==> src/rtl/rle_pkg.sv <==
// Shared constants and FSM state types for the RLE scan-line receiver.
package rle_pkg;

  localparam logic MARKING   = 1'b1;
  localparam logic START_BIT = 1'b0;
  localparam logic STOP_BIT  = 1'b1;
  localparam logic BIANCO    = 1'b0;
  localparam logic NERO      = 1'b1;

  localparam logic [7:0] EOL_BYTE  = 8'h00;
  localparam logic [7:0] BAD_BYTE  = 8'h01;
  localparam int FRAME_DATA_BITS   = 8;

  typedef enum logic [1:0] {
    R_WAIT,
    R_IDLE,
    R_DATA,
    R_STOP
  } rx_state_e;

  typedef enum logic [1:0] {
    O_IDLE,
    O_OFFER,
    O_ACK,
    O_REL
  } out_state_e;

endpackage

==> src/rtl/rle_rx_decoder_if.sv <==
// Pixel handshake toward the sink: dav_ (active-low) / rfd.
interface rle_rx_decoder_if;
  logic colore;
  logic endline;
  logic dav_;
  logic rfd;

  modport master (
    output colore, endline, dav_,
    input  rfd
  );

  modport slave (
    input  colore, endline, dav_,
    output rfd
  );
endinterface

==> src/rtl/rle_byte_fifo.sv <==
// Small byte FIFO; same-cycle push and pop allowed, also when full.
module rle_byte_fifo #(
  parameter int DEPTH = 4
) (
  input  logic       clock,
  input  logic       reset,
  input  logic       push,
  input  logic       pop,
  input  logic [7:0] din,
  output logic [7:0] dout,
  output logic       full,
  output logic       empty
);

  localparam int AW = $clog2(DEPTH);

  logic [7:0]    mem [DEPTH];
  logic [AW-1:0] wr_ptr;
  logic [AW-1:0] rd_ptr;
  logic [AW:0]   count;
  logic          wr_en;
  logic          rd_en;

  assign full  = (count == (AW+1)'(DEPTH));
  assign empty = (count == '0);
  assign dout  = mem[rd_ptr];
  assign rd_en = pop & ~empty;
  assign wr_en = push & (~full | rd_en);

  // storage array, not reset: only reachable through the pointers
  always_ff @(posedge clock) begin
    if (wr_en) mem[wr_ptr] <= din;
  end

  // pointer and occupancy bookkeeping
  always_ff @(posedge clock or posedge reset) begin
    if (reset) begin
      wr_ptr <= '0;
      rd_ptr <= '0;
      count  <= '0;
    end else begin
      if (wr_en) wr_ptr <= wr_ptr + 1'b1;
      if (rd_en) rd_ptr <= rd_ptr + 1'b1;
      unique case ({wr_en, rd_en})
        2'b10:   count <= count + 1'b1;
        2'b01:   count <= count - 1'b1;
        default: count <= count;
      endcase
    end
  end

endmodule

==> src/rtl/rle_rx_decoder.sv <==
// Serial RLE scan-line receiver: deframes bytes, buffers them,
// and replays each run as pixels over the dav_/rfd handshake.
module rle_rx_decoder
  import rle_pkg::*;
#(
  parameter int DEPTH = 4
) (
  input  logic clock,
  input  logic reset,
  input  logic rxd,
  rle_rx_decoder_if.master px,
  output logic err_frame,
  output logic err_ovf,
  output logic err_code
);

  rx_state_e  rx_state;
  out_state_e out_state;
  logic [3:0] cnt;
  logic [7:0] sr;
  logic [6:0] rem;
  logic       dav_q;
  logic       colore_q;
  logic       endline_q;
  logic [7:0] fifo_dout;
  logic       fifo_full;
  logic       fifo_empty;
  logic       push_req;
  logic       pop;

  assign push_req = (rx_state == R_STOP) && (rxd == STOP_BIT);
  assign pop      = (out_state == O_IDLE) && !fifo_empty;

  assign px.dav_    = dav_q;
  assign px.colore  = colore_q;
  assign px.endline = endline_q;

  rle_byte_fifo #(.DEPTH(DEPTH)) u_fifo (
    .clock (clock),
    .reset (reset),
    .push  (push_req),
    .pop   (pop),
    .din   (sr),
    .dout  (fifo_dout),
    .full  (fifo_full),
    .empty (fifo_empty)
  );

  // receiver: resync on marking, then start/data/stop framing
  always_ff @(posedge clock or posedge reset) begin
    if (reset) begin
      rx_state  <= R_WAIT;
      cnt       <= '0;
      sr        <= '0;
      err_frame <= 1'b0;
    end else begin
      unique case (rx_state)
        R_WAIT: begin
          if (rxd == MARKING) rx_state <= R_IDLE;
        end
        R_IDLE: begin
          if (rxd == START_BIT) begin
            cnt      <= 4'(FRAME_DATA_BITS);
            rx_state <= R_DATA;
          end
        end
        R_DATA: begin
          sr  <= {rxd, sr[7:1]};
          cnt <= cnt - 4'd1;
          if (cnt == 4'd1) rx_state <= R_STOP;
        end
        R_STOP: begin
          if (rxd == STOP_BIT) begin
            rx_state <= R_IDLE;
          end else begin
            err_frame <= 1'b1;
            rx_state  <= R_WAIT;
          end
        end
        default: rx_state <= R_WAIT;
      endcase
    end
  end

  // overflow flag: a completed byte found no room in the FIFO
  always_ff @(posedge clock or posedge reset) begin
    if (reset) err_ovf <= 1'b0;
    else if (push_req && fifo_full && !pop) err_ovf <= 1'b1;
  end

  // output side: decode popped byte, then one handshake per pixel
  always_ff @(posedge clock or posedge reset) begin
    if (reset) begin
      out_state <= O_IDLE;
      dav_q     <= 1'b1;
      colore_q  <= BIANCO;
      endline_q <= 1'b0;
      rem       <= '0;
      err_code  <= 1'b0;
    end else begin
      unique case (out_state)
        O_IDLE: begin
          if (!fifo_empty) begin
            unique case (1'b1)
              (fifo_dout == EOL_BYTE): begin
                endline_q <= 1'b1;
                colore_q  <= BIANCO;
                rem       <= 7'd1;
                out_state <= O_OFFER;
              end
              (fifo_dout == BAD_BYTE): begin
                err_code <= 1'b1;
              end
              default: begin
                endline_q <= 1'b0;
                colore_q  <= fifo_dout[0];
                rem       <= fifo_dout[7:1];
                out_state <= O_OFFER;
              end
            endcase
          end
        end
        O_OFFER: begin
          if (px.rfd) begin
            dav_q     <= 1'b0;
            out_state <= O_ACK;
          end
        end
        O_ACK: begin
          if (!px.rfd) begin
            dav_q     <= 1'b1;
            rem       <= rem - 7'd1;
            out_state <= O_REL;
          end
        end
        O_REL: begin
          if (px.rfd) begin
            out_state <= (rem != '0) ? O_OFFER : O_IDLE;
          end
        end
        default: out_state <= O_IDLE;
      endcase
    end
  end

endmodule
==> src/flat_wrapper.sv <==
// flat-port wrapper written by rule: the top's interface ports become plain ports
module rle_rx_decoder_flat import rle_pkg::*;
#(
  parameter int DEPTH = 4
)
  (clock, reset, rxd, err_frame, err_ovf, err_code, px_colore, px_endline, px_dav_, px_rfd);
  rle_rx_decoder_if px_i ();
  input  logic clock;
  input  logic reset;
  input  logic rxd;
  output logic err_frame;
  output logic err_ovf;
  output logic err_code;
  output wire logic [$bits(px_i.colore)-1:0] px_colore;
  output wire logic [$bits(px_i.endline)-1:0] px_endline;
  output wire logic [$bits(px_i.dav_)-1:0] px_dav_;
  input wire logic [$bits(px_i.rfd)-1:0] px_rfd;
  assign px_colore = px_i.colore;
  assign px_endline = px_i.endline;
  assign px_dav_ = px_i.dav_;
  assign px_i.rfd = px_rfd;
  rle_rx_decoder #(.DEPTH(DEPTH)) u_core (.clock(clock), .reset(reset), .rxd(rxd), .px(px_i), .err_frame(err_frame), .err_ovf(err_ovf), .err_code(err_code));
endmodule
==> config.mk <==
export PLATFORM = sky130hd
export DESIGN_NAME = rle_rx_decoder_flat
export DESIGN_NICKNAME = d
export VERILOG_FILES = /design/src/rtl/rle_pkg.sv /design/src/rtl/rle_rx_decoder_if.sv /design/src/rtl/rle_byte_fifo.sv /design/src/rtl/rle_rx_decoder.sv /design/src/flat_wrapper.sv
export SDC_FILE = /design/constraint.sdc
export NUM_CORES = 1
export LEC_CHECK = 0
export ABC_AREA = 1
export CAP_MARGIN = 20
export CORE_ASPECT_RATIO = 1.5
export CORE_UTILIZATION = 45
export DETAILED_ROUTE_END_ITERATION = 12
export GPL_TIMING_DRIVEN = 0
export SETUP_SLACK_MARGIN = 0.05
export SLEW_MARGIN = 20
export SYNTH_ARGS = -nofsm -noshare
export SYNTH_HDL_FRONTEND = slang
export SYNTH_SLANG_ARGS = --single-unit
==> constraint.sdc <==
create_clock -name clock -period 4.6 [get_ports clock]
set_input_delay 0.92 -clock clock [delete_from_list [all_inputs] [get_ports clock]]
set_output_delay 0.92 -clock clock [all_outputs]
set_load 0.05 [all_outputs]
==> flow_metrics.tcl <==
set metrics [dict create \
    status "finished clean" \
    crit_required_ps 4570 \
    fin_skew_ps 6.26 \
    clock_tree.root_cell "clkbuf_8" \
    ctsHoldBuffers 0 \
    drtPass1Iterations 4 \
    synth-compound-area-share_pct 7.78 \
    cts_tree "done" \
    insertion_delay_ps 350 \
    start_kind "primary input" \
    fp.dieW_um 72.1 \
    final_area_mm2 0.00374 \
    grt_usage_pct 18.4 \
    clkTransAtPathRegs_ps 70 \
    grt_max_degree 23 \
    yosysUniqueCellTypes 34 \
    die_area_mm2 0.00772 \
    viasPerCell 4.88 \
    syn_nets 365 \
    hold_viol 0 \
    post_cts_resized 0 \
    maxCapViolCount 0 \
    avgSynthCellArea_um2 9.66 \
    setup-tns-final_ps 0 \
    yosys.area.top_type "edfxtp_1" \
    reg2reg_slack_ps 2070 \
    ys_seq_area_share_pct 56.2 \
    final_cell_count_no_fill 468 \
    critPathKind "in2reg" \
    grt_pass1_wl_um 10300 \
    nets 386 \
    wl_um 6360 \
    critPathCaptureType "flop" \
    finalCritPeriodShare_pct 57.1 \
    synthMuxAreaShare_pct 0.680 \
    cp_max_fo 8 \
    reg2reg_depth 7 \
    place_inst 453 \
    port_buffers 9 \
    gp_congestion 0.796 \
    setup.worst_path.start "rxd" \
    grt-ovfl-total 0 \
    grt_pass1_vias 2128 \
    initial_core_util_pct 46.1 \
    diodes 0 \
    p_leak_nw 1.66 \
    ys_ff_latch 68 \
    yosys-top-cells-area "edfxtp_1 29%, dfrtp_1 26%, nand2_1 10%, ha_1 6.4%, nand3_1 4.4%" \
    hp-class "reg2reg" \
    drtAntennaViolNets 0 \
    synth_fa_ha_area_share_pct 7.02 \
    slew_headroom_pct 42.1 \
    synth-xor-area-share_pct 1.85 \
    post-route-drc-count 0 \
    yosysWarnings 0 \
    numCtsBuffers 9 \
    antenna_found_initial 0 \
    ios 10 \
    vias 2283 \
    htreeDepth 3 \
    max_freq_mhz 381 \
    cts_buffer_depth 2 \
    clock_sinks 68 \
    synth_top_area_share_pct 29.0 \
    drive_gt1_share_pct 10.6 \
    row_count 38 \
    tightestPinTransition_ps 865 \
    dpl-instance-area_mm2 0.00356 \
    wire_per_inst_um 13.6 \
    layout_common_cells "90 x nand2_1, 35 x dfrtp_1, 33 x inv_1" \
    synthSimpleGateAreaFrac_pct 20.5 \
    hp-start "u_core.err_frame" \
    syn_area_mm2 0.00331 \
    grt_setup_unrepaired "no" \
    peakVddDrop_mv 0.324 \
    powerDensity_mw_per_mm2 722 \
    core-area_mm2 0.00718 \
    netlist_instances 343 \
    crit_end "u_core.u_fifo.mem[2][4]" \
    cts_setup_buffers 0 \
    dp_hpwl_um 4490 \
    fp.dieH_um 107 \
    drtIter0Drc 132 \
    r2r_end "u_core.u_fifo.mem[2][4]" \
    reg2reg_from "u_core.out_state[0]" \
    drv_slew 0 \
    syn_to_final_growth_pct 12.8 \
    synth_top_family_by_area "simple AND/OR/NAND/NOR gates" \
    setup_viol 0 \
    arrival_ps 2600 \
    fin_crit_ps 2630 \
    final_common_cell "nand2_1" \
]
## through the flow
step	setup WS [ps]	utilization, %	hold WS (ps)	power [mW]
floorplan	2500	-	464	1.94
global placement	1570	49.1	451	2.20
CTS	1940	52.1	471	2.73
finish	1970	52.1	465	2.70
detailed placement	1570	49.5	456	2.25
global route	1850	52.1	489	2.93
## final cells by class
class                      instances  area (um2)
buffer                             8        51.3
clock inverter                     3        37.5
clock buffer                      12         145
fill                             682        3440
sequential                        68        1860
multi-input combinational        229        1250
timing repair buffer              10         118
tap                              100         125
inverter                          38         145
## worst min path at each step
stage                                  end  slack, ps  depth (start not counted)
floorplan           u_core.u_fifo.count[0]        460                          1
global placement          u_core.err_frame        450                          1
detailed placement        u_core.err_frame        460                          1
CTS                       u_core.err_frame        470                          1
global route              u_core.err_frame        490                          1
finish                    u_core.err_frame        470                          1
## critical path, cell delays in order
cell and delay [ps]:
clkdlybuf4s50_1 500, nand2_1 100, a31oi_2 270, inv_1 130, nor2_1 670
## sequential cells by signal, summed over array words and instances (netlist names)
name	flops
u_core.sr	8
u_core.out_state	2
u_core.u_fifo.count	3
u_core.rx_state	2
u_core.err_frame	1
u_core.px.colore	1
u_core.cnt	4
u_core.px.dav_	1
u_core.px.endline	1
u_core.err_code	1
u_core.err_ovf	1
u_core.u_fifo.mem	32
u_core.u_fifo.rd_ptr	2
u_core.rem	7
u_core.u_fifo.wr_ptr	2
## routing by layer
metal  share of wire [%]  global-route usage (%)  vias up
met5                   0                       0        -
met1                  41                    19.7     1089
met2                  55                    32.7       28
met4                 1.2                    7.14        0
met3                 3.4                    6.20        5
li1                    -                       -     1161
## cell families after synthesis
logic type / after synthesis
and+or+nand+nor: 156
DFF: 68
AOI/OAI and AO/OA: 46
buffers and inverters: 46
adders and majority gates: 18
xor gates and xnor gates: 7
muxes: 2
## cells in the mapped netlist
library cell	instances
nand4_1	1
xor2_1	4
o21bai_1	1
a31oi_2	1
a41o_1	1
dfrtp_1	35
o21ai_0	21
nand2_2	7
o21ai_1	3
clkbuf_1	3
nor2_4	2
inv_4	1
nand3_1	29
a21o_1	1
o21a_1	2
or2_2	1
buf_4	1
dfstp_2	1
nor2_1	23
a21oi_1	13
o211ai_1	1
nand2_1	90
nand3_2	2
mux2_2	2
buf_2	2
fa_1	1
inv_1	34
buf_6	2
edfxtp_1	32
o22ai_1	2
xnor2_1	3
inv_2	3
ha_1	17
nand2_4	1
## power by group
| part | leakage, nW | switching (mW) | internal [mW] |
|---|---|---|---|
| clock | 0.0915 | 0.210 | 0.259 |
| sequential | 0.714 | 0.153 | 0.875 |
| combinational | 0.859 | 0.770 | 0.431 |
(Power assumes the default switching activity.)
